### config.mk
export PLATFORM = sky130hd
export DESIGN_NAME = tlc5940_chain_driver_flat
export DESIGN_NICKNAME = d
export VERILOG_FILES = /design/src/rtl/tlc5940_chain_driver_if.sv /design/src/rtl/tlc5940_chain_driver.sv /design/src/flat_wrapper.sv
export SDC_FILE = /design/constraint.sdc
export NUM_CORES = 1
export LEC_CHECK = 0
export CAP_MARGIN = 10
export CELL_PAD_IN_SITES_DETAIL_PLACEMENT = 1
export CELL_PAD_IN_SITES_GLOBAL_PLACEMENT = 2
export CORE_MARGIN = 8
export CORE_UTILIZATION = 37
export CTS_CLUSTER_DIAMETER = 100
export DETAILED_ROUTE_END_ITERATION = 16
export PLACE_DENSITY = 0.95
export SLEW_MARGIN = 40
export SYNTH_ARGS = -nofsm -noshare
export SYNTH_HDL_FRONTEND = slang
export SYNTH_SLANG_ARGS = --single-unit
### constraint.sdc
create_clock -name clock -period 9.75 [get_ports clock]
set_input_delay 0.975 -clock clock [delete_from_list [all_inputs] [get_ports clock]]
set_output_delay 0.975 -clock clock [all_outputs]
set_load 0.02 [all_outputs]
### src/rtl/tlc5940_chain_driver_if.sv
// Host-side bundle for tlc5940_chain_driver: frame start/status, frame-buffer read port, XERR flag.
// Ports: start, dc_mode, xerr_clear, rd_data (host -> driver); busy, frame_done, xerr_flag, rd_addr (driver -> host).
interface tlc5940_chain_driver_if #(
   parameter int LANES   = 12,
   parameter int GS_BITS = 12,
   parameter int AW      = 4
);
   logic                     start;
   logic                     dc_mode;
   logic                     busy;
   logic                     frame_done;
   logic                     xerr_clear;
   logic                     xerr_flag;
   logic [AW-1:0]            rd_addr;
   logic [LANES*GS_BITS-1:0] rd_data;

   modport master (
      output start, dc_mode, xerr_clear, rd_data,
      input  busy, frame_done, xerr_flag, rd_addr
   );

   modport slave (
      input  start, dc_mode, xerr_clear, rd_data,
      output busy, frame_done, xerr_flag, rd_addr
   );
endinterface

### src/rtl/tlc5940_chain_driver.sv
// Serial driver for LANES parallel TLC5940 daisy-chains: frame shifter, GSCLK/BLANK PWM engine, XERR capture.
// Ports: clock, reset (sync, active-high); bus (host bundle); led_* pins to the chains; led_xerr async active-low.
module tlc5940_chain_driver #(
   parameter int LANES     = 12,
   parameter int CHIPS     = 1,
   parameter int GS_BITS   = 12,
   parameter int DC_BITS   = 6,
   parameter int SCLK_DIV  = 2,
   parameter int BLANK_LEN = 4
) (
   input  logic             clock,
   input  logic             reset,
   tlc5940_chain_driver_if.slave bus,
   output logic             led_sclk,
   output logic [LANES-1:0] led_sin,
   output logic             led_mode,
   output logic             led_blank,
   output logic             led_xlat,
   output logic             led_gsclk,
   input  logic             led_xerr
);
   localparam int NCH   = 16 * CHIPS;
   localparam int AW    = $clog2(NCH);
   localparam int BW    = $clog2(GS_BITS + 1);
   localparam int DW    = $clog2(SCLK_DIV + 1);
   localparam int KW    = $clog2(BLANK_LEN);
   localparam int DC_SH = GS_BITS - DC_BITS;
   localparam logic [DW-1:0] DIV_END = DW'(SCLK_DIV - 1);
   localparam logic [KW-1:0] K_END   = KW'(BLANK_LEN - 1);
   localparam logic [KW-1:0] K1      = KW'(1);

   typedef enum logic [2:0] {S_IDLE, S_FETCH, S_LOAD, S_SHIFT, S_WAIT} state_t;
   state_t state, state_nx;

   logic [AW-1:0]      ch;
   logic [DW-1:0]      div;
   logic [BW-1:0]      bit_cnt;
   logic [GS_BITS-1:0] sreg [LANES];
   logic [GS_BITS-1:0] word [LANES];
   logic [LANES-1:0]   sin_r;
   logic               sclk_r, mode_r, busy_r, done_r;
   logic               pending, loaded, latched_dc, extra, extra_sclk;
   logic               in_blank, gsclk_r, xlat_r;
   logic [KW-1:0]      k;
   logic [GS_BITS-1:0] gs_cnt;
   logic [2:0]         run_cnt;
   logic               xs1, xs2, flag_r;
   logic               div_end, shift_done, latch_fire, extra_fire, xerr_sample;

   assign div_end    = div == DIV_END;
   assign shift_done = state == S_SHIFT && sclk_r && div_end && bit_cnt == '0;
   assign latch_fire = in_blank && k == '0 && pending;
   // The post-DC extra SCLK goes out only once a GS frame has replaced the DC data.
   assign extra_fire = in_blank && k == K1 && extra && !latched_dc;
   assign xerr_sample = !led_blank && run_cnt == 3'd4;

   // DC words sit in the low bits of each slice; left-align so MSB-first shifting is shared.
   always_comb begin
      for (int l = 0; l < LANES; l++) begin
         word[l] = bus.rd_data[l*GS_BITS +: GS_BITS];
         if (mode_r) word[l] = GS_BITS'(bus.rd_data[l*GS_BITS +: DC_BITS]) << DC_SH;
      end
   end

   always_ff @(posedge clock) begin
      if (reset) state <= S_IDLE;
      else       state <= state_nx;
   end

   always_comb begin
      state_nx = state;
      unique case (state)
         S_IDLE:  if (bus.start) state_nx = S_FETCH;
         S_FETCH: state_nx = S_LOAD;
         S_LOAD:  state_nx = S_SHIFT;
         S_SHIFT: if (shift_done) state_nx = (ch == '0) ? S_WAIT : S_FETCH;
         S_WAIT:  if (xlat_r) state_nx = S_IDLE;
         default: state_nx = S_IDLE;
      endcase
   end

   always_ff @(posedge clock) begin
      if (reset) begin
         mode_r     <= 1'b0;
         ch         <= AW'(NCH - 1);
         div        <= '0;
         bit_cnt    <= '0;
         sclk_r     <= 1'b0;
         sin_r      <= '0;
         pending    <= 1'b0;
         loaded     <= 1'b0;
         latched_dc <= 1'b0;
         extra      <= 1'b0;
         extra_sclk <= 1'b0;
         busy_r     <= 1'b0;
         done_r     <= 1'b0;
         for (int l = 0; l < LANES; l++) sreg[l] <= '0;
      end else begin
         busy_r     <= state_nx != S_IDLE;
         done_r     <= state == S_WAIT && xlat_r;
         extra_sclk <= extra_fire;
         if (latch_fire) begin
            pending    <= 1'b0;
            loaded     <= 1'b1;
            latched_dc <= mode_r;
            if (mode_r) extra <= 1'b1;
         end else if (extra_fire) begin
            extra <= 1'b0;
         end
         unique case (state)
            S_IDLE: begin
               if (bus.start) begin
                  mode_r <= bus.dc_mode;
                  ch     <= AW'(NCH - 1);
               end
            end
            S_LOAD: begin
               for (int l = 0; l < LANES; l++) begin
                  sreg[l]  <= word[l];
                  sin_r[l] <= word[l][GS_BITS-1];
               end
               bit_cnt <= mode_r ? BW'(DC_BITS - 1) : BW'(GS_BITS - 1);
               div     <= '0;
               sclk_r  <= 1'b0;
            end
            S_SHIFT: begin
               div <= div_end ? '0 : div + 1'b1;
               if (div_end && !sclk_r) begin
                  sclk_r <= 1'b1;
               end else if (div_end) begin
                  sclk_r <= 1'b0;
                  if (bit_cnt == '0) begin
                     sin_r <= '0;
                     if (ch == '0) pending <= 1'b1;
                     else          ch      <= ch - 1'b1;
                  end else begin
                     bit_cnt <= bit_cnt - 1'b1;
                     for (int l = 0; l < LANES; l++) begin
                        sreg[l]  <= sreg[l] << 1;
                        sin_r[l] <= sreg[l][GS_BITS-2];
                     end
                  end
               end
            end
            default: ;
         endcase
      end
   end

   // PWM engine: BLANK window of BLANK_LEN cycles, then 2**GS_BITS GSCLK pulses.
   always_ff @(posedge clock) begin
      if (reset) begin
         in_blank <= 1'b1;
         k        <= '0;
         gs_cnt   <= '0;
         gsclk_r  <= 1'b0;
         xlat_r   <= 1'b0;
         run_cnt  <= '0;
      end else begin
         xlat_r <= latch_fire;
         if (in_blank) begin
            run_cnt <= '0;
            if (k == K_END) begin
               in_blank <= 1'b0;
               k        <= '0;
            end else begin
               k <= k + 1'b1;
            end
         end else begin
            gsclk_r <= !gsclk_r;
            if (run_cnt != 3'd4) run_cnt <= run_cnt + 1'b1;
            if (gsclk_r) begin
               gs_cnt <= gs_cnt + 1'b1;
               if (gs_cnt == '1) in_blank <= 1'b1;
            end
         end
      end
   end

   always_ff @(posedge clock) begin
      if (reset) begin
         xs1    <= 1'b1;
         xs2    <= 1'b1;
         flag_r <= 1'b0;
      end else begin
         xs1 <= led_xerr;
         xs2 <= xs1;
         if (bus.xerr_clear)             flag_r <= 1'b0;
         else if (xerr_sample && !xs2)  flag_r <= 1'b1;
      end
   end

   assign bus.rd_addr    = ch;
   assign bus.busy       = busy_r;
   assign bus.frame_done = done_r;
   assign bus.xerr_flag  = flag_r;
   assign led_sclk       = sclk_r | extra_sclk;
   assign led_sin        = sin_r;
   assign led_mode       = mode_r;
   assign led_blank      = in_blank | !loaded;
   assign led_xlat       = xlat_r;
   assign led_gsclk      = gsclk_r;
endmodule

### src/flat_wrapper.sv
// flat-port wrapper written by rule: the top's interface ports become plain ports
module tlc5940_chain_driver_flat 
#(
   parameter int LANES     = 12,
   parameter int CHIPS     = 1,
   parameter int GS_BITS   = 12,
   parameter int DC_BITS   = 6,
   parameter int SCLK_DIV  = 2,
   parameter int BLANK_LEN = 4
)
  (clock, reset, led_sclk, led_sin, led_mode, led_blank, led_xlat, led_gsclk, led_xerr, bus_start, bus_dc_mode, bus_xerr_clear, bus_rd_data, bus_busy, bus_frame_done, bus_xerr_flag, bus_rd_addr);
  tlc5940_chain_driver_if #(.LANES(LANES), .GS_BITS(GS_BITS), .AW(4)) bus_i ();
  input  logic clock;
  input  logic reset;
  output logic led_sclk;
  output logic [LANES-1:0] led_sin;
  output logic led_mode;
  output logic led_blank;
  output logic led_xlat;
  output logic led_gsclk;
  input  logic led_xerr;
  input wire logic [$bits(bus_i.start)-1:0] bus_start;
  input wire logic [$bits(bus_i.dc_mode)-1:0] bus_dc_mode;
  input wire logic [$bits(bus_i.xerr_clear)-1:0] bus_xerr_clear;
  input wire logic [$bits(bus_i.rd_data)-1:0] bus_rd_data;
  output wire logic [$bits(bus_i.busy)-1:0] bus_busy;
  output wire logic [$bits(bus_i.frame_done)-1:0] bus_frame_done;
  output wire logic [$bits(bus_i.xerr_flag)-1:0] bus_xerr_flag;
  output wire logic [$bits(bus_i.rd_addr)-1:0] bus_rd_addr;
  assign bus_i.start = bus_start;
  assign bus_i.dc_mode = bus_dc_mode;
  assign bus_i.xerr_clear = bus_xerr_clear;
  assign bus_i.rd_data = bus_rd_data;
  assign bus_busy = bus_i.busy;
  assign bus_frame_done = bus_i.frame_done;
  assign bus_xerr_flag = bus_i.xerr_flag;
  assign bus_rd_addr = bus_i.rd_addr;
  tlc5940_chain_driver #(.LANES(LANES), .CHIPS(CHIPS), .GS_BITS(GS_BITS), .DC_BITS(DC_BITS), .SCLK_DIV(SCLK_DIV), .BLANK_LEN(BLANK_LEN)) u_core (.clock(clock), .reset(reset), .bus(bus_i), .led_sclk(led_sclk), .led_sin(led_sin), .led_mode(led_mode), .led_blank(led_blank), .led_xlat(led_xlat), .led_gsclk(led_gsclk), .led_xerr(led_xerr));
endmodule
==> results by stage <==
Status:
- The run finished with clean final reports.

Detailed routing:
- After the first detailed-routing iteration, the DRC count stood at 566.
- The number of nets still failing antenna checks after routing is 0.
- The first detailed-routing pass ran for 5 iterations.
- The remaining design rule violation count is 0.
- The per-cell via count in the routed design is roughly 5.5.
- The via total after detailed routing is 6,697.
- Wires add up to 26,100 µm.
- The routed wire length per instance is 21.2 µm.

Finish:
- The layout filler cell count is 2,531.
- In the layout the commonest cells are clkdlybuf4s50_1, edfxtp_1, nor2_1.
- The finished layout holds 1,227 standard cells, fillers aside.
- 0 antenna diodes ended up in the layout.
- In the final layout, the share of cells above drive strength 1 is 10.9%.
- In the final design database the tool counted between 1,000 and 1,500 nets.
- The area used by multi-input combinational logic is 3510 µm².
- The leading cell type in the layout, fill and taps excluded is clkdlybuf4s50_1.
- The area used by sequential logic in the layout is approximately 5100 µm².
- The synthesis-to-finish area growth is 27.9%.
- The design area is 11,400 µm².

Setup path:
- Walking the worst path, the cells encountered are nor3b_4 > buf_4 > or3_4 > buf_6.
- STA classifies the critical path endpoint as a register.
- The kind of start point of the critical path is a register.
- The largest driver fanout on the critical path is 83.
- The largest individual stage delay along the critical path comes from the cell buf_6.
- The type of the worst setup path is register to register.
- For this run, the slowest stage of the critical path takes 670 ps.
- The worst path required time is 9820 ps.
- Counting both buffers and inverters, the worst setup path holds a total of 2.
- At the worst endpoint, the arrival time is ~3100 ps.
- The family with the most delay on the worst path is buffers and inverters.

STA:
- In this run the tightest slew margin relative to its limit is 45.8%.
- The clock arrives with 12.6 ps of skew.
- Across all hold checks on the routed design, the worst slack comes to 413 ps.
- Timing would allow up to 331 MHz.
- The total count of hold-check failures in the final report came to 0.
- The final critical-path share of the clock period is 31.0%.
- Setup repair after global routing left no endpoint under its margin.
- The number of pins with negative max-slew slack in the final report was 0.
- Adding up every negative setup slack in the final design gives 0 ps.
- The slew of the pin with the lowest slew margin is 813 ps.
- The final critical path time including I/O delays and setup is just over 3000 ps.
- The total setup violations reported at the end of the flow is 0.

Floorplan:
- For this design the top-level I/O count stands at between 150 and 200.
- The die is 171 µm tall.
- The die covers 29,300 µm².
- The width of the chip is between 150 and 200 µm.
- Once the floorplan was initialized, standard cells occupied roughly 38% of the core.
- The core outline area is 23,500 µm².
- The initialized floorplan defines 56 standard-cell rows.

Clocking:
- The tree built by TritonCTS fans out to approximately 190 sinks.
- The total of hold buffers inserted after clock tree synthesis is 0.
- Buffers inserted during clock tree synthesis total 17.
- The post-CTS repair timing setup buffer count is 0.
- After clock tree synthesis, the repair step resized 0 gates.
- The register clock-pin slew on the reported worst setup and hold paths is ~70 ps.
- The master cell of the clock root buffer is clkbuf_16.
- In this run the deepest clock path goes through 2 buffers.
- In this run the number of H-tree levels came out at 4.
- TritonCTS built the clock tree.
- The worst-skew pair later-pin latency is 440 ps.

Power:
- The total power consumption of the routed design is 0.00187 W.
- The worst vdd rail ir drop is between 80 and 90 µV.
- The power density normalized to cell area is approximately 160 nW/µm².
- The leakage component of the power is 4.10 nW.

Global route:
- The number of global-route vias before repair is 7,022.
- The first global-routing pass estimated 39,500 µm of wire.
- The number of antenna violations at the first check in global routing is 0.
- After global routing the overflow that remains totals 0.
- Global routing used between 15 and 20% of the available tracks across all layers.
- The largest net degree at the start of global routing is 84.

Yosys:
- The fraction of registers with async set/reset is 0%.
- The most used flip-flop cell after synthesis is edfxtp_1.
- Counting flops and latches in the post-synthesis netlist gives 189.
- After synthesis the cells add up to 8910 µm².
- The largest area contributor in the netlist is edfxtp_1.
- After synthesis, flip-flops and latches occupy 57.3% of the total area.
- The mean cell area of the mapped netlist is between 10 and 15 µm².
- Ranked by total cell area, the synthesized netlist is headed by edfxtp_1, dfxtp_1, mux2_2, a22o_1, nor2_1.
- The synthesis warning total is 0.
- The top-area cell type share of the netlist area is between 40% and 50%.
- The post-synthesis cell count is 756.
- The number of synthesized flops with an enable pin is between 100 and 150.
- The netlist uses 56 different library cells.
- The total nets after synthesis is 915.

Hold path:
- In this run the worst hold path is classified as register to register.

Flow run:
- Max-cap violations in this run came to 0.

Placed design:
- The post-detailed-placement half-perimeter wirelength is 17,700 µm.
- At the end of routability-driven placement, the weighted congestion stood at 0.764.
- The count of buffers added on input and output ports is 173.
- The placed instance area is 10,800 µm².
- The number of placed instances, taps included is 1,195.
==> registers in the layout (all words and copies together) (netlist names), 2 cells and up <==
name and flops:
u_core.bus.rd_addr 4, u_core.k 2, u_core.led_sin 12, u_core.gs_cnt 12
u_core.run_cnt 3, u_core.state 3, u_core.sreg 132, u_core.bit_cnt 4
u_core.div 2
==> cell usage after synthesis (all sizes together) (3+ instances only) <==
master,number
nor3,14
a22oi,45
a21oi,49
o2bb2ai,5
nand3,4
nand2,25
nor3b,5
clkbuf,30
buf,29
nand4,6
o21ai,20
ha,9
or2,4
a211oi,11
inv,10
or3,5
mux2,45
nand3b,16
mux2i,31
a22o,49
xnor2,5
xor2,5
dfxtp,57
and3,17
nor2,96
edfxtp,132
and3b,3
nand2b,5
==> area by class of cell <==
class,count,area share [%]
clock buffer,19,3.80
timing repair buffer,179,15.6
inverter,10,0.330
clock inverter,13,1.03
sequential,189,44.8
tap,319,3.50
multi-input combinational,498,30.8
==> worst paths after layout <==
path | start | end | slack [ps] | cells after the start
hold reg to reg | u_core.xs1 | u_core.xs2 | 410 | 1
setup reg to reg | u_core.state[0] | u_core.sreg[0][49] | 6730 | 4
setup / recovery | u_core.state[0] | u_core.sreg[0][49] | 6730 | 4
hold / removal | u_core.xs1 | u_core.xs2 | 410 | 1
==> report_power, final <==
group	switching (W)	internal, W	total, W
logic	0.000127	0.000122	0.000249
clock network	0.000311	0.000353	0.000664
registers	0.0000325	0.000923	0.000956
total	0.000470	0.00140	0.00187
==> per-stage QoR <==
stage	setup slack (ps)	utilization (%)
finish	6730	48.4
CTS	6540	48.4
global route	6530	48.4
floorplan	5430	-
detailed placement	6530	46.0
global placement	6470	46.0
==> kinds of logic (layout without fill, tap and decap cells) <==
kind of cell	count (synthesis)	in the layout	synth area share, %
xor gates and xnor gates	10	10	0.983
buffers and inverters	69	221	3.54
AOI/OAI and AO/OA	194	194	15.3
muxes	76	76	9.17
adders and majority gates	9	9	1.26
DFF	189	189	57.3
and+or+nand+nor	209	209	12.5
==> routing by layer <==
layer  routed length [µm]  share of wire (%)  vias to the layer above  global-route usage (%)
met1                10800                 42                     3350                    21.7
li1                     -                  -                     3126                       -
met5                    0                  0                        -                       0
met3                 1660                6.4                       22                    3.90
met4                  345                1.3                        0                    4.84
met2                13200                 51                      199                    30.4
No activity file was read; power rests on OpenSTA's default activity.
